$ cat src/rtl/dcache_plru_array.sv
// Per-set 8-way tree-PLRU store: updates on every hit/fill, answers lookups one cycle later.
// Single-cycle lookup latency, no backpressure; same-set update+lookup returns the updated tree.
module dcache_plru_array #(
  parameter  int NUM_SETS = 16,
  localparam int S_IDX    = $clog2(NUM_SETS)
) (
  input  logic             clk,
  input  logic             rst,
  input  logic             lookup_valid,
  input  logic [S_IDX-1:0] lookup_set,
  input  logic             update_valid,
  input  logic [S_IDX-1:0] update_set,
  input  logic [2:0]       update_way,
  input  logic [7:0]       way_valid_i,
  output logic             resp_valid,
  output logic [6:0]       plru_bits_o,
  output logic [2:0]       victim_way_o
);

  logic [6:0] tree_q [NUM_SETS];
  logic [6:0] tree_d;
  logic [6:0] rd_tree;
  logic       resp_q;
  logic [6:0] plru_q;
  logic [2:0] tree_victim;
  logic [2:0] inv_victim;

  // Point every node on the accessed path away from the accessed way.
  always_comb begin
    tree_d    = tree_q[update_set];
    tree_d[0] = ~update_way[2];
    if (update_way[2]) tree_d[2] = ~update_way[1];
    else               tree_d[1] = ~update_way[1];
    tree_d[{1'b0, update_way[2:1]} + 3'd3] = ~update_way[0];
  end

  // Write-first bypass so a same-cycle update is visible to the lookup.
  always_comb begin
    rd_tree = tree_q[lookup_set];
    if (update_valid && (update_set == lookup_set)) rd_tree = tree_d;
  end

  always_ff @(posedge clk or negedge rst) begin
    if (!rst) begin
      for (int s = 0; s < NUM_SETS; s++) tree_q[s] <= 7'b0;
      resp_q <= 1'b0;
      plru_q <= 7'b0;
    end else begin
      if (update_valid) tree_q[update_set] <= tree_d;
      if (lookup_valid) begin
        resp_q <= 1'b1;
        plru_q <= rd_tree;
      end else begin
        resp_q <= 1'b0;
      end
    end
  end

  always_comb begin
    tree_victim    = 3'd0;
    tree_victim[2] = plru_q[0];
    tree_victim[1] = plru_q[0] ? plru_q[2] : plru_q[1];
    tree_victim[0] = plru_q[{1'b0, tree_victim[2:1]} + 3'd3];
  end

  // Descending scan so the lowest-index invalid way wins.
  always_comb begin
    inv_victim = 3'd0;
    for (int i = 7; i >= 0; i--) begin
      if (!way_valid_i[i]) inv_victim = 3'(i);
    end
  end

  assign resp_valid   = resp_q;
  assign plru_bits_o  = plru_q;
  assign victim_way_o = (way_valid_i != 8'hFF) ? inv_victim : tree_victim;

endmodule

$ cat config.mk
export PLATFORM = sky130hd
export DESIGN_NAME = dcache_plru_array
export DESIGN_NICKNAME = d
export VERILOG_FILES = /design/src/rtl/dcache_plru_array.sv
export SDC_FILE = /design/constraint.sdc
export NUM_CORES = 1
export LEC_CHECK = 0
export ABC_CLOCK_PERIOD_IN_PS = 3500
export BUFFER_PORTS_ARGS = -buffer_cell sky130_fd_sc_hd__buf_2
export CORE_UTILIZATION = 61
export DETAILED_ROUTE_END_ITERATION = 8
export HOLD_SLACK_MARGIN = 0.08
export PLACE_DENSITY = 0.9
export RECOVER_POWER = 100
export SLEW_MARGIN = 40
export SYNTH_ARGS = -nofsm -noshare
export SYNTH_HDL_FRONTEND = slang
export SYNTH_SLANG_ARGS = --single-unit
$ cat constraint.sdc
create_clock -name clk -period 3.5 [get_ports clk]
set_input_delay 0.35 -clock clk [delete_from_list [all_inputs] [get_ports clk]]
set_output_delay 0.35 -clock clk [all_outputs]
set_load 0.01 [all_outputs]
After elaboration in Yosys (flattened, before gate mapping)

Index checks and enable logic that the tools add are counted.

Register bits after elaboration: 120
Input bits: 23
Word-level logic and storage cells: 64

Bitwise operators: 5
Muxes and demuxes: 28
$lt $le $gt $ge: 6
Add/subtract/negate cells: 2
Reductions and logical operators: 3
Equality and inequality tests: 2

Operators by type and width:

| kind                                                               | count |
|---|---|
| bitwise mux 112 bit                                                | 1 |
| binary-select mux 7 bit (select 4 bit)                             | 2 |
| two-way mux 7 bit                                                  | 6 |
| demux 7 bit (select 4 bit)                                         | 1 |
| two-way mux 3 bit                                                  | 9 |
| greater-or-equal comparator 5 bit (second input constant)          | 2 |
| inverter 4 -> 5 bit                                                | 2 |
| < comparator 3 x 4 -> 1 bit (second input constant)                | 2 |
| != test 8 bit (second input constant)                              | 1 |
| bitwise mux 7 bit                                                  | 1 |
| adder 2 x 2 -> 3 bit (second input constant)                       | 2 |
| two-way mux 1 bit                                                  | 6 |
| < comparator 5 x 1 -> 1 bit (second input constant)                | 1 |
| equality test 4 bit                                                | 1 |
| binary-select mux 1 bit (select 3 bit)                             | 1 |
| demux 1 bit (select 3 bit)                                         | 1 |
| greater-or-equal comparator 3 x 1 -> 1 bit (second input constant) | 1 |
| logical AND 1 bit                                                  | 3 |
| inverter 1 bit                                                     | 3 |

Depth between registers and ports, before layout

Depth after elaboration: 9
Gate-level depth with buffers: 9

Least setup slack after synthesis

OpenSTA, ideal clock, no wires.

Path type: input to register
From: in update_set[0]
To: reg tree_q[102] (netlist bit)
Slack: 1.492 ns
Data required time: 3.367 ns
Stages: 8
Data arrival time: 1.876 ns
Path through: buf_6 -> buf_6 -> mux4_2 -> mux2i_1 -> a211oi_1 -> a21oi_2 -> buf_2 -> a21oi_1

Word-level cells in the longest chain between the ends: 6
Elaborated cells on any way between the ends: 11

Ends and longest elaborated chain:

| what                                                                                  | line   | source |
|---|---|---|
| start, declared                                                                       | 12     | `input logic [S_IDX-1:0] update_set,` |
| inverter 4 -> 5 bit (implied by the code) (*)                                         | 30, 49 |  |
| greater-or-equal comparator 5 bit (implied by the code), or another cell as far along | 49     | `if (update_valid) tree_q[update_set] <= tree_d;` |
| logical AND 1 bit (implied by the code) or two-way mux 7 bit (tied branches)          | 49, 30 |  |
| two-way mux 7 bit (on tied branches)                                                  | 49, 30 |  |
| demux 7 bit (select 4 bit) or bitwise mux 7 bit (tied branches)                       | 49, 34 |  |
| bitwise mux 112 bit (*)                                                               | 49     |  |
| end signal, assigned by index                                                         | 49     |  |
| end, declared                                                                         | 20     | `logic [6:0] tree_q [NUM_SETS];` |

Every way passes the cells marked *; elsewhere a longest branch is shown, timed or not. The select of a mux whose other input is x is not followed.
A chain may end at the register's enable or synchronous reset.

Final worst setup path

From: reg tree_q[87] (netlist bit)
To: reg plru_q[3] (netlist: plru_bits_o[3])

Word-level cells in the longest chain between the ends: 5
Elaborated cells on any way between the ends: 8

Ends and longest elaborated chain:

| what                                                  | line | source |
|---|---|---|
| binary-select mux 7 bit (select 4 bit)                | 30   | `tree_d = tree_q[update_set];` |
| two-way mux 7 bit (implied by the code) (2 in series) | 30   |  |
| bitwise mux 7 bit                                     | 34   | `tree_d[{1'b0, update_way[2:1]} + 3'd3] = ~update_way[0];` |
| two-way mux 7 bit (*)                                 | 40   | `if (update_valid && (update_set == lookup_set)) rd_tree = tree_d;` |
| end signal, assigned                                  | 52   | `plru_q <= rd_tree;` |
| end, declared                                         | 24   | `logic [6:0] plru_q;` |

Marks and branches as above.

==> flow_metrics.env <==
export IMPL_run_status="finished, violations left"
export IMPL_violations_in_the_final_reports="capacitance limit, slew limit"
export IMPL_worst_path_dominant_cell_family="compound AO/OA/AOI/OAI gates"
export IMPL_effective_utilization_at_floorplan_pct=62.89
export IMPL_io_pins=34
export IMPL_final_design_area_no_fill_um2=7227
export IMPL_area_growth_syn_to_layout_pct=11.81
export IMPL_total_leakage_power_nw=3.001
export IMPL_placement_rows=37
export IMPL_final_hold_worst_slack_ns=0.4484
export IMPL_critical_path_max_stage_delay_ns=1.13
export IMPL_layout_worst_path_cycle_share_pct=82.40
export IMPL_detail_route_drc_violations=0
export IMPL_final_core_utilization_pct=70.32
export IMPL_synthArstFlopShare_pct=100.0
export IMPL_clock_fmax_mhz=346.7
export IMPL_min_path_type="in -> reg"
export IMPL_crit_fanout=17
export IMPL_timing_max_slew_rel_slack_pct=-34.26
export IMPL_cp_num_buf_inv=0
export IMPL_max_cap_violations=1
export IMPL_number_of_antenna_violations_at_the_first_check_in_global_routing=0
export IMPL_rsz0062_at_grt="no"
export IMPL_layout_common_cells="dfrtp_1 (120), nor2_1 (78), a21oi_1 (67)"
export IMPL_dpl_worst_slack_ns=0.5512
export IMPL_synth_warning_count=0
export IMPL_overall_overflow_remaining_after_global_route=0
export IMPL_nets=629
export IMPL_timing_critical_path_arrival_ns=3.22
export IMPL_timing_critical_path_cells="mux4_2 -> o22ai_1 -> a211oi_1 -> a21oi_1 -> o221ai_1"
export IMPL_finClkSkew_ns=0.01014
export IMPL_ff_latch_area_um2=3003
export IMPL_worst_endpoint_required_ns=3.83
export IMPL_drive_gt1_share_pct=22.09
export IMPL_power_mw=4.915
export IMPL_viasPerCell=7.107
export IMPL_final_period_minus_worst_setup_slack_ns=2.884
export IMPL_syn_avg_cell_area_um2=11.14
export IMPL_r2r_slack_ns=0.62
export IMPL_fp_dieW_um=104.9
export IMPL_worst_path_max_delay_cell="a21oi_1"
export IMPL_placed_cells=716
export IMPL_drt_iter0_drc=634
export IMPL_drt_wl_total_um=18590
export IMPL_number_of_antenna_cells_inserted=0
export IMPL_ys_ff_latch=120
export IMPL_num_fill_cells=721
export IMPL_die_area_um2=11010
export IMPL_first_global_vias=5382
export IMPL_cts_tree="built"
export IMPL_post_route_worst_setup_slack_ns=0.6160
export IMPL_ys_top_cells_by_area="dfrtp_1 (46%), mux4_2 (16%), a21oi_1 (4.9%), nor2_1 (4.5%), mux2_2 (4.4%)"
export IMPL_synth_lib_cells_used_distinct=49
export IMPL_setup_viol_count_final=0
export IMPL_core_area_um2=10280
export IMPL_timing_final_hold_violations=0
export IMPL_synth_largest_area_cell="dfrtp_1"
export IMPL_worst_pin_slew_ns=1.993
export IMPL_worstSetupStartpointType="register"
export IMPL_synth_edff_count=0
export IMPL_cts_root_buffer="clkbuf_8"
export IMPL_synthDominantCellAreaShare_pct=46.46
export IMPL_vias=5309
export IMPL_synth_seq_area_share_pct=46.46
export IMPL_clock_insertion_delay_worst_skew_ns=0.53
export IMPL_grt_first_pass_wirelength_um=29120
export IMPL_grt_util_all_layers_pct=35.90
export IMPL_routed_wire_length_per_instance_um=24.89
export IMPL_power_per_cell_area_nw_per_um2=680.1
export IMPL_finalNonFillerCells=747
export IMPL_total_number_of_clock_tree_sinks=120
export IMPL_drtPass1Iterations=7
export IMPL_cts_repair_timing_setup_buffer_count=0
export IMPL_clk_transition_reported_paths_ns=0.06
export IMPL_finalSetupTns_ns=0
export IMPL_ir_drop_uv=470.7
export IMPL_netlist_area_um2=6464
export IMPL_h_tree_depth=4
export IMPL_synthesis_instances=580
export IMPL_crit_path_end_kind="register"
export IMPL_die_h_um=104.9
export IMPL_clk_path_buf_depth=2
export IMPL_numPortBuffers=33
export IMPL_total_nets_after_synthesis=608
export IMPL_synth_main_ff_cell="dfrtp_1"
export IMPL_layout_commonest_cell="dfrtp_1"
export IMPL_grt_max_degree=98
export IMPL_timing_max_transition_violations_final=18
export IMPL_hpwl_um=11960
export IMPL_place_area_um2=6691
export IMPL_multi_input_area_um2=3164
export IMPL_gp_congestion=0.9008
export IMPL_crit_type="reg -> reg"
export IMPL_tritoncts_buffer_count=17
export IMPL_drt_antenna_violating_nets=0
==> timing repair <==
action                                 4_1_cts  5_1_grt
gates resized for setup                      0        0
endpoints found under the hold margin       24        0
hold buffers                                 2        0
==> power breakdown <==
| group | internal (mW) | switching [mW] |
|---|---|---|
| Clock | 1.09 | 0.606 |
| Sequential | 1.76 | 0.333 |
| Combinational | 0.573 | 0.556 |
| Total | 3.42 | 1.49 |
==> cell usage after synthesis (all sizes together), types with 10 or more instances <==
library cell,n
dfrtp,120
nor2,78
a21oi,67
mux4,46
o21ai,40
nand2,37
clkbuf,30
mux2,25
buf,18
mux2i,18
o31ai,14
inv,10
==> registers in the layout, indices dropped and copies added, names as in the netlist <==
signal,flops
plru_bits_o,7
resp_valid,1
tree_q,112
==> tightest hold or removal path: stages <==
cell and delay, ns:
buf_2 0.14, nand3_1 0.33, o31ai_1 0.10
==> per-layer routing <==
layer	wire (um)	up-vias	global-route usage, %
li1	-	2183	-
met1	6490	2601	44.81
met2	8803	432	55.44
met3	2231	93	10.48
met4	1064	0	22.33
met5	0	-	0
==> area by class of cell <==
type | count | area share, %
tap | 136 | 2.355
multi-input combinational | 402 | 43.78
clock buffer | 20 | 6.025
inverter | 10 | 0.5194
clock inverter | 9 | 1.766
sequential | 120 | 41.55
timing repair buffer | 50 | 3.999
==> kinds of logic (layout without fill, tap and decap cells) <==
| group | after synthesis | after routing | share of synthesized area [%] |
|---|---|---|---|
| adders and majority gates | 5 | 5 | 0.9679 |
| and+or+nand+nor | 143 | 143 | 9.272 |
| DFF | 120 | 120 | 46.46 |
| AOI/OAI and AO/OA | 161 | 161 | 15.31 |
| muxes | 89 | 89 | 23.17 |
| buffers and inverters | 58 | 89 | 4.278 |
| xor gates and xnor gates | 4 | 4 | 0.5421 |
==> worst paths after layout <==
check	start	end	depth (start not counted)
min	update_valid	tree_q[91]	3
max reg2reg	tree_q[87]	plru_bits_o[3]	5
max	tree_q[87]	plru_bits_o[3]	5
min reg2reg	tree_q[21]	tree_q[21]	2
max in group asynchronous	rst	tree_q[46]	3
min in group asynchronous	rst	tree_q[81]	2
Power figures use the tool's default switching activity.
